### config.mk
export PLATFORM = sky130hd
export DESIGN_NAME = uart_rx_cfg
export DESIGN_NICKNAME = d
export VERILOG_FILES = /design/src/rtl/uart_pkg.sv /design/src/rtl/sync_2ff.sv /design/src/rtl/uart_rx_cfg.sv
export SDC_FILE = /design/constraint.sdc
export NUM_CORES = 1
export LEC_CHECK = 0
export CORE_ASPECT_RATIO = 2
export CORE_MARGIN = 2
export CORE_UTILIZATION = 60
export CTS_CLUSTER_DIAMETER = 40
export DETAILED_ROUTE_END_ITERATION = 10
export GPL_ROUTABILITY_DRIVEN = 0
export PLACE_DENSITY = 0.88
export SLEW_MARGIN = 30
export SYNTH_ARGS = -nofsm -noshare
export SYNTH_HDL_FRONTEND = slang
export SYNTH_HIERARCHICAL = 1
export SYNTH_SLANG_ARGS = --single-unit
### constraint.sdc
create_clock -name clk_i -period 3.7 [get_ports clk_i]
set_input_delay 0.555 -clock clk_i [delete_from_list [all_inputs] [get_ports clk_i]]
set_output_delay 0.555 -clock clk_i [all_outputs]
set_load 0.01 [all_outputs]
### src/rtl/uart_pkg.sv
// Shared UART types and sizing helpers.
package uart_pkg;

  typedef enum logic [2:0] {
    S_IDLE,
    S_START,
    S_DATA,
    S_PARITY,
    S_STOP,
    S_WAIT_IDLE
  } uart_rx_state_e;

  // Counter width able to hold 0..n-1, never narrower than one bit.
  function automatic int cnt_w(input int n);
    return (n <= 2) ? 1 : $clog2(n);
  endfunction

endpackage

### src/rtl/sync_2ff.sv
// Two-flop synchroniser for an asynchronous single-bit input.
module sync_2ff #(
  parameter logic RST_VAL = 1'b1
) (
  input  logic clk_i,
  input  logic rst_i,
  input  logic d_i,
  output logic q_o
);

  logic r_meta;
  logic r_q;

  // NOTE: sequential state uses non-blocking assignments so both flops sample
  // the pre-edge values and the chain really is two stages deep.
  always_ff @(posedge clk_i or posedge rst_i) begin
    if (rst_i) begin
      r_meta <= RST_VAL;
      r_q    <= RST_VAL;
    end else begin
      r_meta <= d_i;
      r_q    <= r_meta;
    end
  end

  assign q_o = r_q;

endmodule

### src/rtl/uart_rx_cfg.sv
// Configurable UART receiver: majority-voted sampling, optional parity,
// one or two stop bits, glitch-rejected start, parity/frame/break flags.
module uart_rx_cfg
  import uart_pkg::*;
#(
  parameter int CLKS_PER_BIT = 10,
  parameter int DATA_BITS    = 8,
  parameter int PARITY_EN    = 0,
  parameter int PARITY_ODD   = 0,
  parameter int STOP_BITS    = 1
) (
  input  logic                 clk_i,
  input  logic                 rst_i,
  input  logic                 rx_i,
  output logic [DATA_BITS-1:0] rx_dout_o,
  output logic                 rx_done_tick_o,
  output logic                 rx_active_o,
  output logic                 parity_err_o,
  output logic                 frame_err_o,
  output logic                 break_o
);

  localparam int TCK_W = cnt_w(CLKS_PER_BIT);
  localparam int BIT_W = cnt_w(DATA_BITS + 1);
  localparam int MID   = CLKS_PER_BIT / 2;

  localparam logic [TCK_W-1:0] TCK_S0   = TCK_W'(MID - 1);
  localparam logic [TCK_W-1:0] TCK_S1   = TCK_W'(MID);
  localparam logic [TCK_W-1:0] TCK_DEC  = TCK_W'(MID + 1);
  localparam logic [TCK_W-1:0] TCK_LAST = TCK_W'(CLKS_PER_BIT - 1);
  localparam logic [BIT_W-1:0] BIT_LAST = BIT_W'(DATA_BITS - 1);
  localparam logic             ODD_BIT  = (PARITY_ODD != 0);

  uart_rx_state_e       r_state, w_state_next;
  logic                 w_rxs;
  logic [TCK_W-1:0]     r_tck;
  logic [BIT_W-1:0]     r_bit_cnt;
  logic                 r_stop_idx;
  logic                 r_s0, r_s1;
  logic [DATA_BITS-1:0] r_shift;
  logic                 r_par_err_pend, r_frm_err_pend;
  logic [DATA_BITS-1:0] r_dout;
  logic                 r_done, r_active, r_par_err, r_frm_err, r_break;
  logic                 w_dec, w_end, w_vote, w_last_stop, w_commit, w_frm_err_final;

  sync_2ff #(.RST_VAL(1'b1)) u_sync (
    .clk_i (clk_i),
    .rst_i (rst_i),
    .d_i   (rx_i),
    .q_o   (w_rxs)
  );

  assign w_dec           = (r_tck == TCK_DEC);
  assign w_end           = (r_tck == TCK_LAST);
  assign w_vote          = (r_s0 & r_s1) | (r_s0 & w_rxs) | (r_s1 & w_rxs);
  assign w_last_stop     = (STOP_BITS == 1) || r_stop_idx;
  assign w_commit        = (r_state == S_STOP) && w_dec && w_last_stop;
  assign w_frm_err_final = r_frm_err_pend | ~w_vote;

  always_ff @(posedge clk_i or posedge rst_i) begin
    if (rst_i) r_state <= S_IDLE;
    else       r_state <= w_state_next;
  end

  // NOTE: the default assignment up front keeps this block purely
  // combinational; a path that left w_state_next unassigned would infer a latch.
  always_comb begin
    w_state_next = r_state;
    case (r_state)
      S_IDLE:      if (!w_rxs) w_state_next = S_START;
      S_START: begin
        if (w_dec && w_vote) w_state_next = S_IDLE;
        else if (w_end)      w_state_next = S_DATA;
      end
      S_DATA:      if (w_end && r_bit_cnt == BIT_LAST)
                     w_state_next = (PARITY_EN != 0) ? S_PARITY : S_STOP;
      S_PARITY:    if (w_end) w_state_next = S_STOP;
      S_STOP:      if (w_dec && w_last_stop)
                     w_state_next = w_vote ? S_IDLE : S_WAIT_IDLE;
      S_WAIT_IDLE: if (w_rxs) w_state_next = S_IDLE;
      default:     w_state_next = S_IDLE;
    endcase
  end

  always_ff @(posedge clk_i or posedge rst_i) begin
    if (rst_i) begin
      r_tck          <= '0;
      r_bit_cnt      <= '0;
      r_stop_idx     <= 1'b0;
      r_s0           <= 1'b1;
      r_s1           <= 1'b1;
      r_shift        <= '0;
      r_par_err_pend <= 1'b0;
      r_frm_err_pend <= 1'b0;
      r_dout         <= '0;
      r_done         <= 1'b0;
      r_active       <= 1'b0;
      r_par_err      <= 1'b0;
      r_frm_err      <= 1'b0;
      r_break        <= 1'b0;
    end else begin
      r_done   <= 1'b0;
      r_active <= (w_state_next == S_START) || (w_state_next == S_DATA) ||
                  (w_state_next == S_PARITY) || (w_state_next == S_STOP);

      // Bit timing restarts on every state change and every bit boundary.
      if (w_state_next != r_state || w_end ||
          r_state == S_IDLE || r_state == S_WAIT_IDLE)
        r_tck <= '0;
      else
        r_tck <= r_tck + TCK_W'(1);

      if (r_tck == TCK_S0) r_s0 <= w_rxs;
      if (r_tck == TCK_S1) r_s1 <= w_rxs;

      case (r_state)
        S_IDLE: begin
          r_bit_cnt      <= '0;
          r_stop_idx     <= 1'b0;
          r_par_err_pend <= 1'b0;
          r_frm_err_pend <= 1'b0;
        end
        S_DATA: begin
          if (w_dec) r_shift   <= {w_vote, r_shift[DATA_BITS-1:1]};
          if (w_end) r_bit_cnt <= r_bit_cnt + BIT_W'(1);
        end
        S_PARITY: begin
          if (w_dec) r_par_err_pend <= ((^r_shift) ^ w_vote) != ODD_BIT;
        end
        S_STOP: begin
          if (w_dec && !w_vote) r_frm_err_pend <= 1'b1;
          if (w_end)            r_stop_idx     <= 1'b1;
          if (w_commit) begin
            r_dout    <= r_shift;
            r_par_err <= r_par_err_pend;
            r_frm_err <= w_frm_err_final;
            r_break   <= w_frm_err_final && (r_shift == '0);
            r_done    <= 1'b1;
          end
        end
        default: ;
      endcase
    end
  end

  assign rx_dout_o      = r_dout;
  assign rx_done_tick_o = r_done;
  assign rx_active_o    = r_active;
  assign parity_err_o   = r_par_err;
  assign frame_err_o    = r_frm_err;
  assign break_o        = r_break;

endmodule

==> flow_summary.json, run 1 <==
{
  "leakage_nw": 0.933,
  "ant_nets": 0,
  "grtUsageTotal_pct": 21.7,
  "holdPathStages": 0,
  "relSlewSlack_pct": 49.3,
  "fin_crit_ps": 2150,
  "synth_top_family_by_area": "simple AND/OR/NAND/NOR gates",
  "grt_overflow": 0,
  "finalHoldViolCount": 0,
  "holdCritStartpoint": "u_sync/r_meta",
  "seqCellArea_um2": 956,
  "required_ps": 3880,
  "portBuffers": 15,
  "r2r_end": "r_tck[3]",
  "crit_chain": "inv_1 -> ha_1 -> and3b_1 -> a311oi_1 -> or3_4 -> xor2_2 -> nor4_1",
  "core_um2": 2910,
  "status": "completed",
  "fmax_ghz": 0.465,
  "yosysSeqAreaShare_pct": 52.6,
  "wl_per_cell_um": 15.0,
  "netlist_area_um2": 1820,
  "cts.clk_slew.worst_paths_ps": 80,
  "fin_skew_ps": 7.20,
  "rsz0062_at_grt": "false",
  "die_area_um2": 3510,
  "synth.avg_cell_area_um2": 10.1,
  "cts.path.max_buffers": 2,
  "yosys_warnings": 6,
  "synth_xor_xnor_area_share_pct": 3.79,
  "power.density_nw_per_um2": 585,
  "synth.distinct_cells": 43,
  "die_w_um": 42.9,
  "start_util_pct": 62.5,
  "cts_root_buf": "clkbuf_8",
  "drc": 0,
  "reg2reg_slack_ps": 1550,
  "nFillCells": 205,
  "critPathKind": "flop to flop",
  "post-dp-hpwl_um": 2490,
  "grt_pass1_vias": 1213,
  "fin_area_um2": 2120,
  "crit_family": "simple AND/OR/NAND/NOR gates",
  "crit_path_end_kind": "flop",
  "slowest_delay_ps": 410,
  "layout.nets": 208,
  "holdPathEnd": "u_sync/q_o",
  "cts_tree": "built",
  "total_power_mw": 1.24,
  "tightest_slew_ps": 756,
  "path_max_fanout": 10,
  "vias": 1281,
  "antenna_found_initial": 0,
  "syn_nets": 192,
  "layout_commonest_cell": "dfrtp_1",
  "n_antenna_cell": 0,
  "setup_viol_count_final": 0,
  "path_buf_inv": 1,
  "ys_seq_elements": 38,
  "synth_simple_gate_area_share_pct": 17.4,
  "grt_max_degree": 37,
  "clk_latency_ps": 290,
  "layout-drive-gt1-share_pct": 13.2,
  "grt_pass1_wl_um": 5520,
  "multiInputGateArea_um2": 761,
  "synthCells": 180,
  "firstDrtPassIters": 4,
  "vias_per_cell": 5.64,
  "drt-initial-drc-count": 52,
  "slew_violations": 0,
  "htree_levels": 2,
  "rows": 28,
  "crit_path_start_kind": "flop",
  "hold_path.class": "flop to flop",
  "final_cell_mix": "dfrtp_1 (34), nand2_1 (26), o21ai_0 (22)",
  "drt_wl_total_um": 3400,
  "num_io_pins": 16,
  "synth_fa_ha_area_share_pct": 6.81,
  "muxShareOfSynthArea_pct": 2.41,
  "cts_resized": 0,
  "cts_buffers": 5,
  "dpl_cell_area_um2": 1980,
  "rr_worst_depth": 7,
  "irDropWorstVdd_uv": 407,
  "arrival_ps": 2330,
  "setup_tns_ps": 0,
  "post-route-period-util_pct": 58.2,
  "die_y_um": 81.8,
  "max_cap_viol_count": 0,
  "syn_to_final_growth_pct": 16.7,
  "holdBufCountCts": 0,
  "post_cts_buffers": 0,
  "hold_slack_ps": 358,
  "r2r_start": "r_tck[1]",
  "crit_slowest_cell": "dfrtp_1",
  "clock_sink_count": 38,
  "synth-compound-area-share_pct": 11.1
}
==> cells in the mapped netlist, drive strengths merged <==
library cell  count  area share [%]
dfrtp            34              47
buf               1            0.28
a21oi             4             1.1
and3              1            0.34
a31oi             2            0.69
and2              1            0.41
nor2              8             1.7
maj3              1            0.62
nor3              5             1.7
mux2              3             1.9
mux2i             1            0.55
ha                9             6.2
xnor2             4             1.9
nor4              3             1.0
xor2              3             1.9
or2               1            0.34
dfstp             4             5.8
inv              18             3.7
a22oi             1            0.41
o31ai             2            0.83
nand3b            1            0.41
nand4             2            0.69
o22ai             2            0.69
clkbuf            6             1.9
a311oi            1            0.48
nor4b             1            0.83
o2111ai           1            0.48
nand2b            1            0.34
o21ai            22             6.1
or2b              1            0.48
a211oi            1            0.41
and3b             3             1.5
or3               2            0.96
or3b              1            0.48
nand2            26             5.4
nand3             2            0.55
nor2b             1            0.34
==> sequential cells by signal (all words and copies together) (netlist names), 3 cells and up <==
signal,count
r_bit_cnt,4
rx_dout_o,8
r_state,3
r_tck,4
r_shift,8
==> metrics by stage <==
step / util (%) / setup slack [ps] / std cells
3_5_place_dp: 68.1 / 1560 / 219
3_3_place_gp: 67.9 / 1650 / 219
5_1_grt: 73.0 / 1450 / 227
6_report: 73.0 / 1550 / 227
2_1_floorplan: - / 1910 / 180
4_1_cts: 73.0 / 1570 / 227
==> how the worst max path moves through the flow <==
stage / startpoint / depth (start not counted) / end
2_1_floorplan: r_tck[1] / 8 / r_tck[2]
3_3_place_gp: r_tck[0] / 5 / r_shift[6]
3_5_place_dp: r_tck[1] / 7 / r_tck[3]
4_1_cts: r_tck[1] / 7 / r_tck[3]
5_1_grt: r_tck[1] / 7 / r_tck[3]
6_report: r_tck[1] / 7 / r_tck[3]
==> per-layer routing <==
layer / global-route usage (%) / vias to the layer above / wire (um)
li1: - / 638 / -
met1: 22.0 / 593 / 1310
met2: 39.5 / 36 / 1840
met3: 4.62 / 14 / 104
met4: 12.5 / 0 / 152
met5: 0 / - / 0
==> cell type report <==
type	count	area share [%]
Clock buffer	6	3.89
Clock inverter	2	2.83
Inverter	18	3.18
Multi-Input combinational cell	117	35.8
Sequential cell	38	45.0
Tap cell	30	1.77
Timing Repair Buffer	16	7.43
==> power by group <==
group / total [mW] / internal [mW] / leakage, nW / switching [mW]
sequential: 0.532 / 0.469 / 0.505 / 0.0621
combinational: 0.279 / 0.124 / 0.357 / 0.155
clock: 0.431 / 0.287 / 0.0714 / 0.143
total: 1.24 / 0.881 / 0.933 / 0.360
==> cell families (layout without fill, tap and decap cells) <==
kind of cell    after synthesis  in the layout
compound gates               36             36
xor+xnor                      7              7
fa+ha+maj                    10             10
buf+inv                      25             42
flops                        38             38
mux                           4              4
simple gates                 60             60
No activity file was read; power rests on OpenSTA's default activity.
==> run 2, diff against run 1 <==
--- a/config.mk
+++ b/config.mk
@@ -7,11 +7,11 @@
 export LEC_CHECK = 0
 export CORE_ASPECT_RATIO = 2
 export CORE_MARGIN = 2
-export CORE_UTILIZATION = 60
+export CORE_UTILIZATION = 56
 export CTS_CLUSTER_DIAMETER = 40
 export DETAILED_ROUTE_END_ITERATION = 10
 export GPL_ROUTABILITY_DRIVEN = 0
-export PLACE_DENSITY = 0.88
+export PLACE_DENSITY = 0.84
 export SLEW_MARGIN = 30
 export SYNTH_ARGS = -nofsm -noshare
 export SYNTH_HDL_FRONTEND = slang
==> constraint.sdc (replaced) <==
create_clock -name clk_i -period 2.1 [get_ports clk_i]
set_input_delay 0.315 -clock clk_i [delete_from_list [all_inputs] [get_ports clk_i]]
set_output_delay 0.315 -clock clk_i [all_outputs]
set_load 0.01 [all_outputs]
==> run 2 against run 1 <==
Critical path depth unchanged. Worst setup slack lost 1400 ps. Non-clock buffer count up 4. Clock power rose by 20%. Power rose by 59%. Via count increased by 6.1%. Sequential cell count unchanged. Critical path type unchanged. Highest routed layer unchanged.
==> flow_summary.json, run 2 (synthesis results as in run 1) <==
{
  "status": "completed",
  "cts_tree": "built",
  "topRoutingLayerUsed": "met4",
  "crit_family": "simple AND/OR/NAND/NOR gates",
  "post-route-period-util_pct": 91.6,
  "seqCellArea_um2": 956,
  "grtUsageTotal_pct": 22.8,
  "slowest_delay_ps": 430,
  "grt_pass1_vias": 1484,
  "die_y_um": 84.6,
  "path_max_fanout": 5,
  "multiInputGateArea_um2": 762,
  "layout.nets": 212,
  "p_switching_uw": 653,
  "crit_path_end_kind": "flop",
  "r2r_end": "r_tck[3]",
  "fin_util_pct": 67.5,
  "critPathKind": "flop to flop",
  "start_util_pct": 58.3,
  "path_buf_inv": 1,
  "fin_crit_ps": 1920,
  "crit_chain": "inv_1 -> ha_1 -> and3b_2 -> a311oi_1 -> or3_4 -> xor2_2 -> nor4_1",
  "crit_path_start_kind": "flop",
  "reg2reg_slack_ps": 180,
  "holdCritStartpoint": "u_sync/r_meta",
  "fmax_ghz": 0.520,
  "vias_per_cell": 5.86,
  "slew_violations": 0,
  "firstDrtPassIters": 4,
  "rr_worst_depth": 7,
  "rsz0062_at_grt": "false",
  "vias": 1359,
  "cts.path.max_buffers": 2,
  "syn_to_final_growth_pct": 15.9,
  "holdPathStages": 0,
  "finalHoldViolCount": 0,
  "setup_viol_count_final": 0,
  "grt_pass1_wl_um": 6330,
  "relSlewSlack_pct": 65.8,
  "layout-drive-gt1-share_pct": 14.9,
  "crit_slowest_cell": "dfrtp_1",
  "drt_wl_total_um": 3600,
  "cts.clk_slew.worst_paths_ps": 70,
  "cts_buffers": 5,
  "nFillCells": 238,
  "hold_path.class": "flop to flop",
  "htree_levels": 2,
  "holdBufCountCts": 0,
  "irDropWorstVdd_uv": 619,
  "wl_per_cell_um": 15.5,
  "wl_met1_um": 1230,
  "post-dp-hpwl_um": 2760,
  "max_cap_viol_count": 0,
  "die_w_um": 44.3,
  "core_um2": 3120,
  "fin_skew_ps": 4.62,
  "r2r_start": "r_tck[0]",
  "layout_commonest_cell": "dfrtp_1",
  "cts_root_buf": "clkbuf_8",
  "clk_latency_ps": 290,
  "power_frac_seq_pct": 46.8,
  "p_int_mw": 1.32,
  "antenna_found_initial": 0,
  "required_ps": 2300,
  "swShare_pct": 33.1,
  "arrival_ps": 2120,
  "dr_wl_met2_um": 2090,
  "setup_tns_ps": 0,
  "drt-initial-drc-count": 45,
  "clock_sink_count": 38,
  "grt_max_degree": 37,
  "die_area_um2": 3750,
  "n_antenna_cell": 0,
  "portBuffers": 15,
  "power.density_nw_per_um2": 938,
  "num_io_pins": 16,
  "grt_overflow": 0,
  "rows": 29,
  "holdPathEnd": "u_sync/q_o",
  "drc": 0,
  "comb_power_share_pct": 26.9,
  "wl_met3_um": 116,
  "leakage_nw": 0.929,
  "tightest_slew_ps": 511,
  "ant_nets": 0,
  "clock_power_share_pct": 26.3,
  "final_cell_mix": "dfrtp_1 (34), nand2_1 (26), o21ai_0 (22)"
}
run 2: per-layer routing:
layer | vias to the layer above | global-route usage (%)
met5 | - | 0
met4 | 0 | 16.3
met3 | 12 | 4.95
met2 | 36 | 39.3
met1 | 666 | 22.6
li1 | 645 | -
run 2: worst reg2reg max path: cells and delay by family (launching register included):
kind / cells / cell delay (ps)
simple gates: 3 / 850
flops: 1 / 430
xor+xnor: 1 / 190
fa+ha+maj: 1 / 160
compound gates: 1 / 110
buf+inv: 1 / 100
run 2: power by group through the flow:
stage,Clock [mW],Combinational [mW],Sequential [mW]
finish,0.519,0.532,0.925
global route,0.559,0.599,0.943
CTS,0.538,0.522,0.921
detailed placement,0,0.518,0.935
global placement,0,0.488,0.929
floorplan,0,0.404,0.906
run 2: final cells by class:
type | count | area share (%)
multi-input combinational | 117 | 36.2
sequential | 38 | 45.4
tap | 31 | 1.84
inverter | 18 | 3.21
timing repair buffer | 20 | 8.91
clock inverter | 2 | 0.594
clock buffer | 6 | 3.92
run 2: per-stage QoR:
step                cell area [um^2]  instances  hold slack, ps  power (mW)  worst slack, ps
finish                          2110        232             357        1.98              177
global route                    2110        232             369        2.10             39.6
CTS                             2100        232             358        1.98              161
detailed placement              2010        224             348        1.45              182
global placement                2010        224             349        1.42              277
floorplan                       1820        180             227        1.31              308
run 2: how the worst max path moves through the flow:
stage | to | from | cells after the start
2_1_floorplan | r_tck[2] | r_tck[1] | 8
3_3_place_gp | r_tck[3] | u_sync/q_o | 5
3_5_place_dp | r_tck[2] | r_tck[0] | 7
4_1_cts | r_tck[2] | r_tck[0] | 7
5_1_grt | r_tck[3] | r_tck[0] | 7
6_report | r_tck[3] | r_tck[0] | 7
run 2: repair_timing:
item / in CTS / in global routing
buffers inserted: 0 / 0
endpoints found under the setup margin: 0 / 1
resized for setup: 0 / 1
